File: src/rtl/pipelined_add_unit_pkg.sv
// Shared definitions for the ADD functional unit and its reservation stations.
package pipelined_add_unit_pkg;

    typedef enum logic {
        OP_ADD = 1'b0,
        OP_SUB = 1'b1
    } add_op_e;

    function automatic logic is_sub(logic op);
        return op == OP_SUB;
    endfunction

endpackage

File: src/rtl/pipelined_add_unit_cla_slice.sv
// Combinational carry-lookahead adder slice used by each pipeline stage.
module cla_slice #(
    parameter int W = 16
) (
    input  logic [W-1:0] a,
    input  logic [W-1:0] b,
    input  logic         cin,
    output logic [W-1:0] sum,
    output logic         cout
);

    logic [W-1:0] g;
    logic [W-1:0] p;
    logic [W:0]   c;
    logic         term;
    logic         pp;

    assign g = a & b;
    assign p = a ^ b;

    // Each carry is a flat sum of generate terms, not a ripple chain.
    always_comb begin
        c    = '0;
        term = 1'b0;
        pp   = 1'b0;
        c[0] = cin;
        for (int i = 0; i < W; i++) begin
            term = g[i];
            pp   = p[i];
            for (int j = i - 1; j >= 0; j--) begin
                term = term | (pp & g[j]);
                pp   = pp & p[j];
            end
            c[i+1] = term | (pp & cin);
        end
    end

    assign sum  = p ^ c[W-1:0];
    assign cout = c[W];

endmodule

File: src/rtl/pipelined_add_unit.sv
// Pipelined ADD/SUB unit: one lookahead slice per stage, carry registered
// between stages, valid/ready handshake on both sides.
module pipelined_add_unit
    import pipelined_add_unit_pkg::*;
#(
    parameter int WIDTH  = 32,
    parameter int STAGES = 2,
    parameter int TAG_W  = 4
) (
    input  logic             clk,
    input  logic             rst,
    input  logic             in_valid,
    output logic             in_ready,
    input  logic [WIDTH-1:0] in_a,
    input  logic [WIDTH-1:0] in_b,
    input  logic             in_cin,
    input  logic             in_op,
    input  logic [TAG_W-1:0] in_tag,
    input  logic             flush,
    output logic             out_valid,
    input  logic             out_ready,
    output logic [WIDTH-1:0] out_sum,
    output logic             out_cout,
    output logic             out_ovf,
    output logic [TAG_W-1:0] out_tag
);

    localparam int SW = WIDTH / STAGES;

    logic                          advance;

    logic [STAGES:1]               r_v;
    logic [STAGES:1]               r_c;
    logic [STAGES:1][WIDTH-1:0]    r_a;
    logic [STAGES:1][WIDTH-1:0]    r_b;
    logic [STAGES:1][WIDTH-1:0]    r_s;
    logic [STAGES:1][TAG_W-1:0]    r_t;

    logic [STAGES-1:0]             st_v;
    logic [STAGES-1:0]             st_c;
    logic [STAGES-1:0][WIDTH-1:0]  st_a;
    logic [STAGES-1:0][WIDTH-1:0]  st_b;
    logic [STAGES-1:0][WIDTH-1:0]  st_s;
    logic [STAGES-1:0][TAG_W-1:0]  st_t;

    logic [STAGES-1:0][SW-1:0]     sl_s;
    logic [STAGES-1:0]             sl_c;
    logic [STAGES-1:0][WIDTH-1:0]  nx_s;

    assign advance  = !(out_valid && !out_ready);
    assign in_ready = advance && !flush;

    // Stage 0 reads the ports; SUB becomes A + ~B + 1 right here.
    always_comb begin
        st_v[0] = in_valid && in_ready;
        st_a[0] = in_a;
        st_b[0] = is_sub(in_op) ? ~in_b : in_b;
        st_c[0] = is_sub(in_op) ? 1'b1 : in_cin;
        st_s[0] = '0;
        st_t[0] = in_tag;
        for (int k = 1; k < STAGES; k++) begin
            st_v[k] = r_v[k];
            st_a[k] = r_a[k];
            st_b[k] = r_b[k];
            st_c[k] = r_c[k];
            st_s[k] = r_s[k];
            st_t[k] = r_t[k];
        end
    end

    for (genvar k = 0; k < STAGES; k++) begin : g_stage
        cla_slice #(
            .W(SW)
        ) u_slice (
            .a   (st_a[k][k*SW +: SW]),
            .b   (st_b[k][k*SW +: SW]),
            .cin (st_c[k]),
            .sum (sl_s[k]),
            .cout(sl_c[k])
        );
    end

    always_comb begin
        for (int k = 0; k < STAGES; k++) begin
            nx_s[k]              = st_s[k];
            nx_s[k][k*SW +: SW]  = sl_s[k];
        end
    end

    // Packed ranges line up so stage k feeds register k+1.
    always_ff @(posedge clk or posedge rst) begin
        if (rst) begin
            r_v <= '0;
            r_c <= '0;
            r_a <= '0;
            r_b <= '0;
            r_s <= '0;
            r_t <= '0;
        end else begin
            if (advance) begin
                r_c <= sl_c;
                r_a <= st_a;
                r_b <= st_b;
                r_s <= nx_s;
                r_t <= st_t;
            end
            if (flush) begin
                r_v <= '0;
            end else if (advance) begin
                r_v <= st_v;
            end
        end
    end

    assign out_valid = r_v[STAGES];
    assign out_sum   = r_s[STAGES];
    assign out_cout  = r_c[STAGES];
    assign out_tag   = r_t[STAGES];
    assign out_ovf   = (r_a[STAGES][WIDTH-1] == r_b[STAGES][WIDTH-1])
                    && (r_s[STAGES][WIDTH-1] != r_a[STAGES][WIDTH-1]);

endmodule

File: config.mk
export PLATFORM = sky130hd
export DESIGN_NAME = pipelined_add_unit
export DESIGN_NICKNAME = d
export VERILOG_FILES = /design/src/rtl/pipelined_add_unit_pkg.sv /design/src/rtl/pipelined_add_unit_cla_slice.sv /design/src/rtl/pipelined_add_unit.sv
export SDC_FILE = /design/constraint.sdc
export NUM_CORES = 1
export LEC_CHECK = 0
export CAP_MARGIN = 20
export CORE_ASPECT_RATIO = 0.75
export CORE_MARGIN = 2
export CORE_UTILIZATION = 35
export DETAILED_ROUTE_END_ITERATION = 16
export DONT_BUFFER_PORTS = 1
export GPL_TIMING_DRIVEN = 0
export SYNTH_ARGS = -nofsm -noshare
export SYNTH_HDL_FRONTEND = slang
export SYNTH_SLANG_ARGS = --single-unit
export TNS_END_PERCENT = 100
File: constraint.sdc
create_clock -name clk -period 3 [get_ports clk]
set_clock_uncertainty 0.2 [all_clocks]
set_input_delay 0.3 -clock clk [delete_from_list [all_inputs] [get_ports clk]]
set_output_delay 0.3 -clock clk [all_outputs]
set_load 0.005 [all_outputs]
# [Word level (Yosys, flattened, before mapping)]
# Index checks and enable logic that the tools add are counted.
[totals] input_bits=75 ff_bits=188 word_cells=815
[classes] n_reduce_logical=7 n_mux=4 eq_ne=3 n_bitwise=791
[op_table] operator="AND 1 bit" count=512
[op_table] operator="bitwise OR 1 bit" count=272
[op_table] operator="XOR 16 bit" count=4
[op_table] operator="AND 16 bit" count=2
[op_table] operator="2-to-1 mux 32 bit" count=1
[op_table] operator="inverter 32 bit" count=1
[op_table] operator="logical AND 1 bit" count=4
[op_table] operator="2-to-1 mux 2 bit" count=2
[op_table] operator="logical NOT 1 bit" count=3
[op_table] operator="inequality test 2 bit, second input constant" count=1
[op_table] operator="== test 1 bit" count=1
[op_table] operator="2-to-1 mux 1 bit" count=1
[op_table] operator="inequality test 1 bit" count=1

# [Logic depth before layout (Yosys ltp)]
[logic_depth] word_depth=20 depth_mapped=10 depth_no_buf=8

# [By module]
# From an unflattened synthesis, not the netlist that was laid out.
[unflattened] cells_unflattened=424 area_unflattened_um2=5512.8
[modules_own_cells] mod="pipelined_add_unit" n_inst=1 cells_per_inst=266 seq_area_each_um2=2352.3 area_per_inst_um2=4189.0
[modules_own_cells] mod="cla_slice (g_stage[0].u_slice)" n_inst=1 cells_per_inst=78 seq_area_each_um2=0.0 area_per_inst_um2=674.4
[modules_own_cells] mod="cla_slice (g_stage[1].u_slice)" n_inst=1 cells_per_inst=80 seq_area_each_um2=0.0 area_per_inst_um2=649.4

# [Worst setup path after synthesis]
# No wires, ideal clock.
[synth_path] path_type="in2reg" startpoint="input port in_op" endpoint="register r_s (netlist bit nx_s[46])" arrival_ns=2.857 required_ns=2.731 setup_ns=0.069 path_slack_ns=-0.125 cell_stages=10 path_buffers=2 cell_sequence="buf_2 > buf_1 > xor2_1 > ha_1 > a21o_1 > a211oi_4 > a211oi_2 > a311o_1 > or4b_1 > nand3_1"
[synth_via] elab_chain_len=18 elab_cells_between_ends=46 cone_classes="2 x mux; 44 x bitwise"
[synth_rtl] element="start, declared" line_no="pipelined_add_unit.sv:17" rtl="input logic in_op,"
[synth_rtl] element="2-to-1 mux 32 bit" line_no="pipelined_add_unit.sv:57" rtl="st_b[0] = is_sub(in_op) ? ~in_b : in_b;"
[synth_rtl] element="XOR 16 bit or AND 16 bit (tied branches)" line_no="pipelined_add_unit_cla_slice.sv:19, pipelined_add_unit_cla_slice.sv:18"
[synth_rtl] element="AND 1 bit (on tied branches)" line_no="pipelined_add_unit_cla_slice.sv:31, pipelined_add_unit_cla_slice.sv:32"
[synth_rtl] element="bitwise OR 1 bit (tied with other cells) (12 in a row)" line_no="pipelined_add_unit_cla_slice.sv:31" rtl="term = term | (pp & g[j]);"
[synth_rtl] element="bitwise OR 1 bit or AND 1 bit (tied branches)" line_no="pipelined_add_unit_cla_slice.sv:31, pipelined_add_unit_cla_slice.sv:34"
[synth_rtl] element="bitwise OR 1 bit" line_no="pipelined_add_unit_cla_slice.sv:34" rtl="c[i+1] = term | (pp & cin);"
[synth_rtl] element="XOR 16 bit *" line_no="pipelined_add_unit_cla_slice.sv:38" rtl="assign sum = p ^ c[W-1:0];"
[synth_rtl] element="end signal, assigned" line_no="pipelined_add_unit.sv:104" rtl="r_s <= nx_s;"
[synth_rtl] element="end, declared" line_no="pipelined_add_unit.sv:36" rtl="logic [STAGES:1][WIDTH-1:0] r_s;"
# Mark *: on every way between the ends. The rest lies on a longest branch, timed or not.
# A chain may end at the register's enable or synchronous reset.

# [Final worst setup path]
# Ends and elaborated chain as after synthesis.

==> results.toml <==
[placed_design]
port_buffers = 0
finalWeightedCongestion = 0.819
hpwl_mm = 9.78

[grt]
grt_total_usage = 0.178
grt_overflow_total = 0
grt_first_pass_wirelength_mm = 20.9
grt_max_degree = 71
via_count_of_the_first_global_routing_pass = 3979
grt_antenna_before_repair = 0

[floorplanning]
overall_die_width_um = 143
fp.coreArea_sq_um = 14400
boundaryPins = 115
floorplan.initialDensity = 0.354
placement_rows = 38
die_height_um = 108
fp.dieArea_sq_um = 15500

[critical_path]
critical_path_peak_fanout = 10
reg2regPathDepth = 7
worst_ep_required_time_ps = 3080
path_class = "in -> reg"
worst-endpoint-arrival_ps = 2890
worst_setup_path_start_kind = "input port"
critPathCaptureType = "flip-flop"

[clocking]
cts_sinks = 94
root_buffer = "sky130_fd_sc_hd__clkbuf_16"
clk_pin_slew_ps = 70
cts_inserted_buffers = 9
cts_max_level = 3
tritoncts = "yes"
post_cts.repair.setup_buffers = 0
clk_latency_ps = 350
clock_tree.buffer_depth = 2

[synth]
postSynth.asyncResetShare = 1.00
synth_top_area_share = 0.462
syn_inst = 559
postSynthRegisterBits = 94
syn-cell-area_sq_um = 5090
synth_ff_type = "sky130_fd_sc_hd__dfrtp_1"
yosys.cell_types.count = 51
synth_commonest_cells = "169 x sky130_fd_sc_hd__nand2_1, 94 x sky130_fd_sc_hd__dfrtp_1, 35 x sky130_fd_sc_hd__o21ai_0"
post_synth.cell_area_avg_sq_um = 9.11
yosys.area.top_type = "sky130_fd_sc_hd__dfrtp_1"
synth-edff-count = 0
synth_area_leaders = "sky130_fd_sc_hd__dfrtp_1 46%, sky130_fd_sc_hd__nand2_1 12%, sky130_fd_sc_hd__ha_1 8.4%"
synthesis.nets = 670
synth_sequential_area_ratio = 0.462
yosys.cell_count.top_type = "sky130_fd_sc_hd__nand2_1"
yosysWarningCount = 0

[timing]
grt_setup_unrepaired = "false"
slew_headroom = 0.452
max_slew.worst_pin.slew_ps = 821
whs_ps = 66.4
finalSetupTns_ps = 0
final_hold_violating_endpoints = 0
final_worst_path_period_share = 0.937
post-route-min-period_ps = 2810
timing.final.setup_violations = 0
clock.fmax_mhz = 356
drv_slew = 0

[power]
power.density_nw_per_um2 = 618
peakVddDrop_mv = 0.248
finalPower_w = 0.00374
leakage_nw = 2.75

[layout]
synthToLayoutAreaGrowth_pct = 19.0
post_route_cells_drive_above_1_share = 0.0537
num-nets-final = 721
number_of_antenna_cells_inserted = 0
final.fill_count = 1455

[routing]
drt_iter0_markers = 126
vias_per_cell = 4.86
drcViolationCount = 0
vias = 3960
detail-route-antenna-nets = 0
routed_wl_mm = 13.3
drt_pre_antenna_iters = 4
route.detailed.wl_per_inst_um = 16.3

[run_status]
outcome = "finished, final reports clean"

[run]
cap_violations = 0

[hold_path]
min_delay_path_depth = 3
worstHoldPathType = "in -> reg"
[where the power goes]
part / total [W] / internal [W] / switching (W)
Sequential: 0.00178 / 0.00155 / 0.000229
Combinational: 0.000852 / 0.000394 / 0.000458
Clock: 0.00111 / 0.000611 / 0.000499
Total: 0.00374 / 0.00255 / 0.00119
[per-stage QoR]
step / util / setup WS [ps] / instances / cell area (sq um)
final: 0.422 / 190 / 815 / 6050
after global routing: 0.422 / 6.73 / 815 / 6050
after CTS: 0.421 / 16.7 / 815 / 6050
after detailed placement: 0.374 / -247 / 760 / 5370
after global placement: 0.372 / -1040 / 759 / 5340
after floorplan: - / 51.3 / 559 / 5090
[sequential cells by signal (all words and copies together), names as in the netlist]
register / cells
r_b: 17
out_sum: 32
out_tag: 4
r_t: 4
r_v: 2
r_c: 2
r_a: 17
nx_s: 16
[area by class of cell]
class,count,area [sq um],area share
timing repair buffer,40,418,0.0690
tap,200,250,0.0413
clock buffer,12,256,0.0424
buffer,29,131,0.0217
multi-input combinational,427,2580,0.426
clock inverter,4,31.3,0.00517
inverter,9,36.3,0.00599
sequential,94,2350,0.389
[repair_timing]
item                                   4_1_cts  5_1_grt
resized for setup                            0        3
hold buffers                                39        0
setup endpoints to repair                    0        2
endpoints found under the hold margin      132        0
[kinds of logic after synthesis]
kind of cell	Yosys count	share of synthesized area
compound gates	106	0.135
xor+xnor	53	0.0912
fa+ha+maj	36	0.0914
buf+inv	38	0.0312
flops	94	0.462
mux	1	0.00221
simple gates	231	0.187
[path summary, 6_finish.rpt]
check | from | end | slack, ps
min in group asynchronous | rst | nx_s[33] | 210
setup / recovery | in_op | nx_s[46] | 190
max in group asynchronous | rst | out_sum[5] | 1740
setup reg to reg | r_a[17] | out_sum[30] | 360
hold / removal | in_a[0] | nx_s[32] | 70
hold reg to reg | nx_s[40] | out_sum[8] | 270
[cell usage in the layout, fill, tap and decap left out, types with 2 or more instances in the layout]
| cell | synthesis | final |
|---|---|---|
| sky130_fd_sc_hd__and2_1 | 2 | 2 |
| sky130_fd_sc_hd__buf_2 | 1 | 2 |
| sky130_fd_sc_hd__nor3b_1 | 3 | 3 |
| sky130_fd_sc_hd__clkbuf_8 | 0 | 2 |
| sky130_fd_sc_hd__buf_1 | 4 | 2 |
| sky130_fd_sc_hd__a21oi_1 | 26 | 26 |
| sky130_fd_sc_hd__nor2_1 | 31 | 31 |
| sky130_fd_sc_hd__o21a_1 | 6 | 6 |
| sky130_fd_sc_hd__a311o_1 | 2 | 2 |
| sky130_fd_sc_hd__buf_4 | 4 | 4 |
| sky130_fd_sc_hd__clkbuf_1 | 20 | 20 |
| sky130_fd_sc_hd__inv_1 | 9 | 8 |
| sky130_fd_sc_hd__nand2_1 | 169 | 169 |
| sky130_fd_sc_hd__or3_1 | 3 | 3 |
| sky130_fd_sc_hd__nand3_1 | 5 | 5 |
| sky130_fd_sc_hd__o21ai_0 | 35 | 35 |
| sky130_fd_sc_hd__clkbuf_16 | 0 | 9 |
| sky130_fd_sc_hd__o211a_1 | 2 | 2 |
| sky130_fd_sc_hd__fa_1 | 2 | 2 |
| sky130_fd_sc_hd__dfrtp_1 | 94 | 94 |
| sky130_fd_sc_hd__ha_1 | 34 | 34 |
| sky130_fd_sc_hd__o211ai_1 | 2 | 2 |
| sky130_fd_sc_hd__xnor2_1 | 25 | 25 |
| sky130_fd_sc_hd__a211oi_1 | 5 | 5 |
| sky130_fd_sc_hd__xor2_1 | 28 | 28 |
| sky130_fd_sc_hd__dlygate4sd3_1 | 0 | 39 |
| sky130_fd_sc_hd__a21o_1 | 9 | 9 |
| sky130_fd_sc_hd__o31ai_1 | 6 | 6 |
| sky130_fd_sc_hd__clkinv_4 | 0 | 3 |
| sky130_fd_sc_hd__nor3_1 | 7 | 7 |
[layer usage]
| layer | track usage | vias up | part of all wire |
|---|---|---|---|
| li1 | - | 1981 | - |
| met1 | 0.235 | 1876 | 0.46 |
| met2 | 0.288 | 97 | 0.46 |
| met3 | 0.0624 | 6 | 0.073 |
| met4 | 0.0308 | 0 | 0.0055 |
| met5 | 0 | - | 0 |
[critical path, stage by stage]
cell and delay, ps:
sky130_fd_sc_hd__buf_2 190, sky130_fd_sc_hd__buf_2 350, sky130_fd_sc_hd__xor2_1 180, sky130_fd_sc_hd__ha_1 290, sky130_fd_sc_hd__and3_1 250, sky130_fd_sc_hd__a221oi_2 290
sky130_fd_sc_hd__nor2_1 100, sky130_fd_sc_hd__a311o_1 360, sky130_fd_sc_hd__or4b_1 470, sky130_fd_sc_hd__nand3_1 100
Power figures use the tool's default switching activity.
